File: src/rtl/pulp_serial_edge_tx_pkg.sv
// Shared types for the serial edge transmitter: FSM state encoding and timer sizing.
package pulp_serial_edge_tx_pkg;

  typedef enum logic [1:0] {
    ST_IDLE = 2'd0,
    ST_HIGH = 2'd1,
    ST_LOW  = 2'd2
  } state_e;

  // Timer must hold HOLD_CYCLES-1; never let it collapse to zero width.
  function automatic int unsigned timer_w(input int unsigned hold);
    return (hold < 1) ? 1 : $clog2(hold + 1);
  endfunction

endpackage

File: src/rtl/pulp_sat_updown_cnt.sv
// Saturating up/down counter with synchronous clear; sat_o flags an increment lost at the top.
module pulp_sat_updown_cnt #(
  parameter int unsigned W = 4
) (
  input  logic         clk_i,
  input  logic         rstn_i,
  input  logic         clr_i,
  input  logic         inc_i,
  input  logic         dec_i,
  output logic [W-1:0] cnt_o,
  output logic         sat_o
);

  localparam logic [W-1:0] MAX = '1;

  logic [W-1:0] cnt_q, cnt_d;

  // Clear wins over everything; a paired inc+dec leaves the count alone.
  always_comb begin
    cnt_d = cnt_q;
    sat_o = 1'b0;
    if (clr_i) begin
      cnt_d = '0;
    end else if (inc_i && !dec_i) begin
      if (cnt_q == MAX) sat_o = 1'b1;
      else              cnt_d = cnt_q + 1'b1;
    end else if (dec_i && !inc_i && (cnt_q != '0)) begin
      cnt_d = cnt_q - 1'b1;
    end
  end

  always_ff @(posedge clk_i or negedge rstn_i) begin
    if (!rstn_i) cnt_q <= '0;
    else         cnt_q <= cnt_d;
  end

  assign cnt_o = cnt_q;

endmodule

File: src/rtl/pulp_serial_edge_tx.sv
// Turns one-cycle pulse requests into held high/low phases on a registered serial line,
// queueing requests that arrive while a pulse is in flight.
module pulp_serial_edge_tx
  import pulp_serial_edge_tx_pkg::*;
#(
  parameter int unsigned HOLD_CYCLES = 3,
  parameter int unsigned CNT_W       = 4
) (
  input  logic             clk_i,
  input  logic             rstn_i,
  input  logic             en_i,
  input  logic             pulse_i,
  input  logic             clr_i,
  output logic             serial_o,
  output logic             busy_o,
  output logic [CNT_W-1:0] pending_o,
  output logic             ovf_o
);

  localparam int unsigned     TW    = timer_w(HOLD_CYCLES);
  localparam logic [TW-1:0]   TLOAD = TW'(HOLD_CYCLES - 1);

  state_e          state_q;
  logic [TW-1:0]   tmr_q;
  logic            serial_q, ovf_q;
  logic [CNT_W-1:0] pend;
  logic            sat, has_pend, start, bypass, inc, dec;

  assign has_pend = |pend;
  // A flush in the same cycle discards the incoming request, so it cannot launch a pulse either.
  assign start    = en_i && !clr_i && (state_q == ST_IDLE) && (has_pend || pulse_i);
  assign bypass   = start && !has_pend;
  assign inc      = pulse_i && !bypass;
  assign dec      = start && has_pend;

  pulp_sat_updown_cnt #(.W(CNT_W)) u_pend (
    .clk_i  (clk_i),
    .rstn_i (rstn_i),
    .clr_i  (clr_i),
    .inc_i  (inc),
    .dec_i  (dec),
    .cnt_o  (pend),
    .sat_o  (sat)
  );

  always_ff @(posedge clk_i or negedge rstn_i) begin
    if (!rstn_i) begin
      state_q  <= ST_IDLE;
      tmr_q    <= '0;
      serial_q <= 1'b0;
      ovf_q    <= 1'b0;
    end else begin
      ovf_q <= sat;
      if (en_i) begin
        case (state_q)
          ST_IDLE: if (start) begin
            state_q  <= ST_HIGH;
            tmr_q    <= TLOAD;
            serial_q <= 1'b1;
          end
          ST_HIGH: if (tmr_q == '0) begin
            state_q  <= ST_LOW;
            tmr_q    <= TLOAD;
            serial_q <= 1'b0;
          end else begin
            tmr_q <= tmr_q - 1'b1;
          end
          ST_LOW: if (tmr_q == '0) begin
            state_q <= ST_IDLE;
          end else begin
            tmr_q <= tmr_q - 1'b1;
          end
          default: begin
            state_q  <= ST_IDLE;
            tmr_q    <= '0;
            serial_q <= 1'b0;
          end
        endcase
      end
    end
  end

  assign serial_o  = serial_q;
  assign busy_o    = (state_q != ST_IDLE) || has_pend;
  assign pending_o = pend;
  assign ovf_o     = ovf_q;

endmodule

File: config.mk
export PLATFORM = sky130hd
export DESIGN_NAME = pulp_serial_edge_tx
export DESIGN_NICKNAME = d
export VERILOG_FILES = /design/src/rtl/pulp_serial_edge_tx_pkg.sv /design/src/rtl/pulp_sat_updown_cnt.sv /design/src/rtl/pulp_serial_edge_tx.sv
export SDC_FILE = /design/constraint.sdc
export NUM_CORES = 1
export LEC_CHECK = 0
export CAP_MARGIN = 25
export CORE_UTILIZATION = 40
export CTS_BUF_LIST = sky130_fd_sc_hd__clkbuf_2 sky130_fd_sc_hd__clkbuf_4 sky130_fd_sc_hd__clkbuf_8
export CTS_CLUSTER_DIAMETER = 200
export DETAILED_ROUTE_END_ITERATION = 8
export PLACE_DENSITY = 0.75
export SLEW_MARGIN = 20
export SYNTH_ARGS = -nofsm -noshare
export SYNTH_HDL_FRONTEND = slang
export SYNTH_SLANG_ARGS = --single-unit
File: constraint.sdc
create_clock -name clk_i -period 2.63 [get_ports clk_i]
set_input_delay 0.6575 -clock clk_i [delete_from_list [all_inputs] [get_ports clk_i]]
set_output_delay 0.6575 -clock clk_i [all_outputs]
set_load 0.01 [all_outputs]
==> run_results.csv <==
group,metric,value,unit
detailed_routing,viasPerCell,5.855,
timing,rsz0062_at_grt,"no",
timing,hold_viol,0,
worst_setup_path,crit_start,"clr_i",
finish,antenna_cells,0,
die,die-area,0.001933,sq mm
timing,fin_ws,0.05471,ns
logic_synthesis,yosysMostFrequentCell,"dfrtp_1",
timing,slew_viol_final,0,
die,fp.dieH,43.97,um
global_routing,grt_pass1_vias,597,
die,num_rows,14,
timing,final.min_clock_period,2.575,ns
global_routing,grt_usage,0.1853,
die,initial_core_util,0.4468,
worst_hold_path,hold_path.class,"reg2reg",
worst_setup_path,worstPathRequired,2.78,ns
logic_synthesis,syn-num-nets,83,
timing,setup_tns,0,ns
timing,fmax,388.3,MHz
power_and_ir_drop,pwr-share-seq,0.288,
global_routing,antenna_found_initial,0,
finish,final_nets,106,
logic_synthesis,async_flop_share,1.000,
timing,relSlewSlack,0.6963,
die,ioPinCount,12,
die,design.core.area,0.001577,sq mm
logic_synthesis,netlist_top_cells_count,"10 x dfrtp_1, 7 x inv_1, 5 x nor3_1",
timing,fin_crit_sh,0.9792,
detailed_routing,drt-total-wl,1543,um
job,drv_cap,0,
worst_setup_path,timing.rr.start,"state_q[1]$_DFFE_PN0P_",
logic_synthesis,synthCells,73,
logic_synthesis,syn_area_per_cell,9.650,sq um
detailed_routing,post-route-drc-count,1,
clock_network,tritoncts,"built",
power_and_ir_drop,p_leak,0.0004255,uW
finish,areaGrowthSynthToFinish,33.93,%
clock_network,cts_made_buffers,3,
placement,port_buffers,11,
global_routing,grt_max_degree,11,
logic_synthesis,netlist.area_leader.share,0.3552,
logic_synthesis,synth-main-ff-cell,"dfrtp_1",
power_and_ir_drop,p_per_area,966.2,mW/mm^2
die,chipWidth,43.97,um
logic_synthesis,synthTopCellsByArea,"dfrtp_1 36%, ha_1 7.1%, a2111oi_4 3.9%",
logic_synthesis,synth.distinct_cells,36,
placement,dpl_worst_slack,-0.3803,ns
power_and_ir_drop,pwr-share-comb,0.603,
worst_setup_path,cp-start-kind,"input port",
global_routing,grt_remaining_overflow,0,
power_and_ir_drop,internal_power,557.2,uW
logic_synthesis,synth-seq-cells,10,
clock_network,clk_latency,0.26,ns
detailed_routing,vias,644,
clock_network,cts.sinks,10,
global_routing,grt_pass1_wl,2539,um
clock_network,clk_pin_slew,0.06,ns
timing,setup_viol,0,
worst_setup_path,path_class,"in2reg",
logic_synthesis,netlist_area,704.4,sq um
clock_network,postCtsHoldBufs,0,
detailed_routing,wire_per_inst,14.03,um
power_and_ir_drop,switching_share,0.3887,
finish,fillers,134,
worst_setup_path,arrival,2.72,ns
placement,gp_congestion,0.8641,
power_and_ir_drop,switching_power,354.3,uW
run_status,violations,"DRC",
power_and_ir_drop,pwr-share-clk,0.108,
worst_setup_path,worstPathMaxFanout,3,
detailed_routing,drt-initial-drc-count,32,
power_and_ir_drop,peakVddDrop,0.5552,mV
worst_setup_path,critPathCaptureType,"register",
logic_synthesis,yosys_warnings,0,
detailed_routing,firstDrtPassIters,6,
logic_synthesis,seq_area_frac_synth,0.3552,
logic_synthesis,synth_edf_count,0,
clock_network,root_buffer,"clkbuf_4",
finish,layout-drive-gt1-share,0.2447,
run_status,status,"finished, violations left",
worst_hold_path,min_from,"serial_o$_DFFE_PN0P_",
placement,dp_hpwl,1222,um
detailed_routing,ant_nets,0,
timing,tightest_slew,0.4541,ns
timing,skew,0.003394,ns
clock_network,clock_path_buffers,2,
logic_synthesis,yosys.area.top_type,"dfrtp_1",
clock_network,htreeDepth,1,
-- cells by family after synthesis --
logic type	count (synthesis)	share of synthesized area
compound gates	20	0.2274
xor+xnor	1	0.01244
fa+ha+maj	5	0.09947
buf+inv	10	0.06571
flops	10	0.3552
mux	1	0.02131
simple gates	26	0.2185
-- registers in the layout (all words and copies together), names as in the netlist --
name / count
u_pend.cnt_o: 4
tmr_q: 2
state_q: 2
serial_o: 1
ovf_o: 1
-- what timing repair did --
item	in CTS	in global routing
resized for setup	2	0
setup buffers	0	0
setup endpoints to repair	1	0
-- critical path: stages --
cell and delay, ns:
dlygate4sd2_1 0.26, or4b_4 0.57, nand2_4 0.11, ha_1 0.23, and3_4 0.19, o311a_1 0.30
o22ai_2 0.11, mux2_4 0.31
-- per-layer routing --
| metal | global-route usage | vias to the layer above | part of all wire |
|---|---|---|---|
| met2 | 0.3075 | 26 | 0.47 |
| li1 | - | 318 | - |
| met1 | 0.2208 | 298 | 0.43 |
| met5 | 0 | - | 0 |
| met4 | 0.05455 | 0 | 0.012 |
| met3 | 0.07500 | 2 | 0.093 |
-- metrics by stage --
| step | hold slack, ns | area (sq um) | cells | total power (uW) | utilization |
|---|---|---|---|---|---|
| floorplan | 0.3619 | 740.7 | 73 | 621.3 | - |
| global placement | 0.4964 | 923.4 | 107 | 795.4 | 0.5857 |
| detailed placement | 0.5098 | 923.4 | 107 | 813.1 | 0.5857 |
| CTS | 0.5228 | 943.4 | 110 | 916.7 | 0.5984 |
| global route | 0.5634 | 943.4 | 110 | 987.4 | 0.5984 |
| finish | 0.5148 | 943.4 | 110 | 911.5 | 0.5984 |
-- worst paths after layout --
path	end	slack [ns]	cells past startpoint
setup / recovery	u_pend.cnt_o[3]$_DFFE_PN0P_	0.05	8
hold / removal	serial_o$_DFFE_PN0P_	0.51	2
setup reg to reg	u_pend.cnt_o[3]$_DFFE_PN0P_	0.34	7
hold reg to reg	serial_o$_DFFE_PN0P_	0.51	2
max in group asynchronous	serial_o$_DFFE_PN0P_	1.60	1
min in group asynchronous	ovf_o$_DFF_PN0_	0.71	1
-- power by group through the flow --
stage	combinational [uW]	sequential (uW)	clock, uW
global placement	533	263	0
finish	550	263	98.9
detailed placement	550	263	0
floorplan	359	262	0
CTS	551	262	104
global route	605	269	113
-- cell usage in the layout, fill, tap and decap left out, types with 2 or more instances in the layout --
master           Yosys  routed
o21ai_0              4       4
dlygate4sd2_1        0       2
buf_4                0      10
clkdlybuf4s50_1      0       9
nand2_1              4       3
dfrtp_1             10      10
nand3_1              2       2
clkbuf_4             0       3
nor3_1               5       5
nor2b_1              2       2
ha_1                 4       3
a21oi_1              4       4
a22o_1               2       2
nor2_1               2       2
and3_1               3       2
inv_1                7       7
-- final cells by class --
class / instances / area (sq um) / area share
Tap cell: 16 / 20.02 / 0.02122
Timing Repair Buffer: 21 / 182.7 / 0.1936
Sequential cell: 10 / 250.2 / 0.2653
Clock buffer: 3 / 22.52 / 0.02387
Inverter: 7 / 26.28 / 0.02785
Multi-Input combinational cell: 53 / 441.7 / 0.4682
Power figures use the tool's default switching activity.
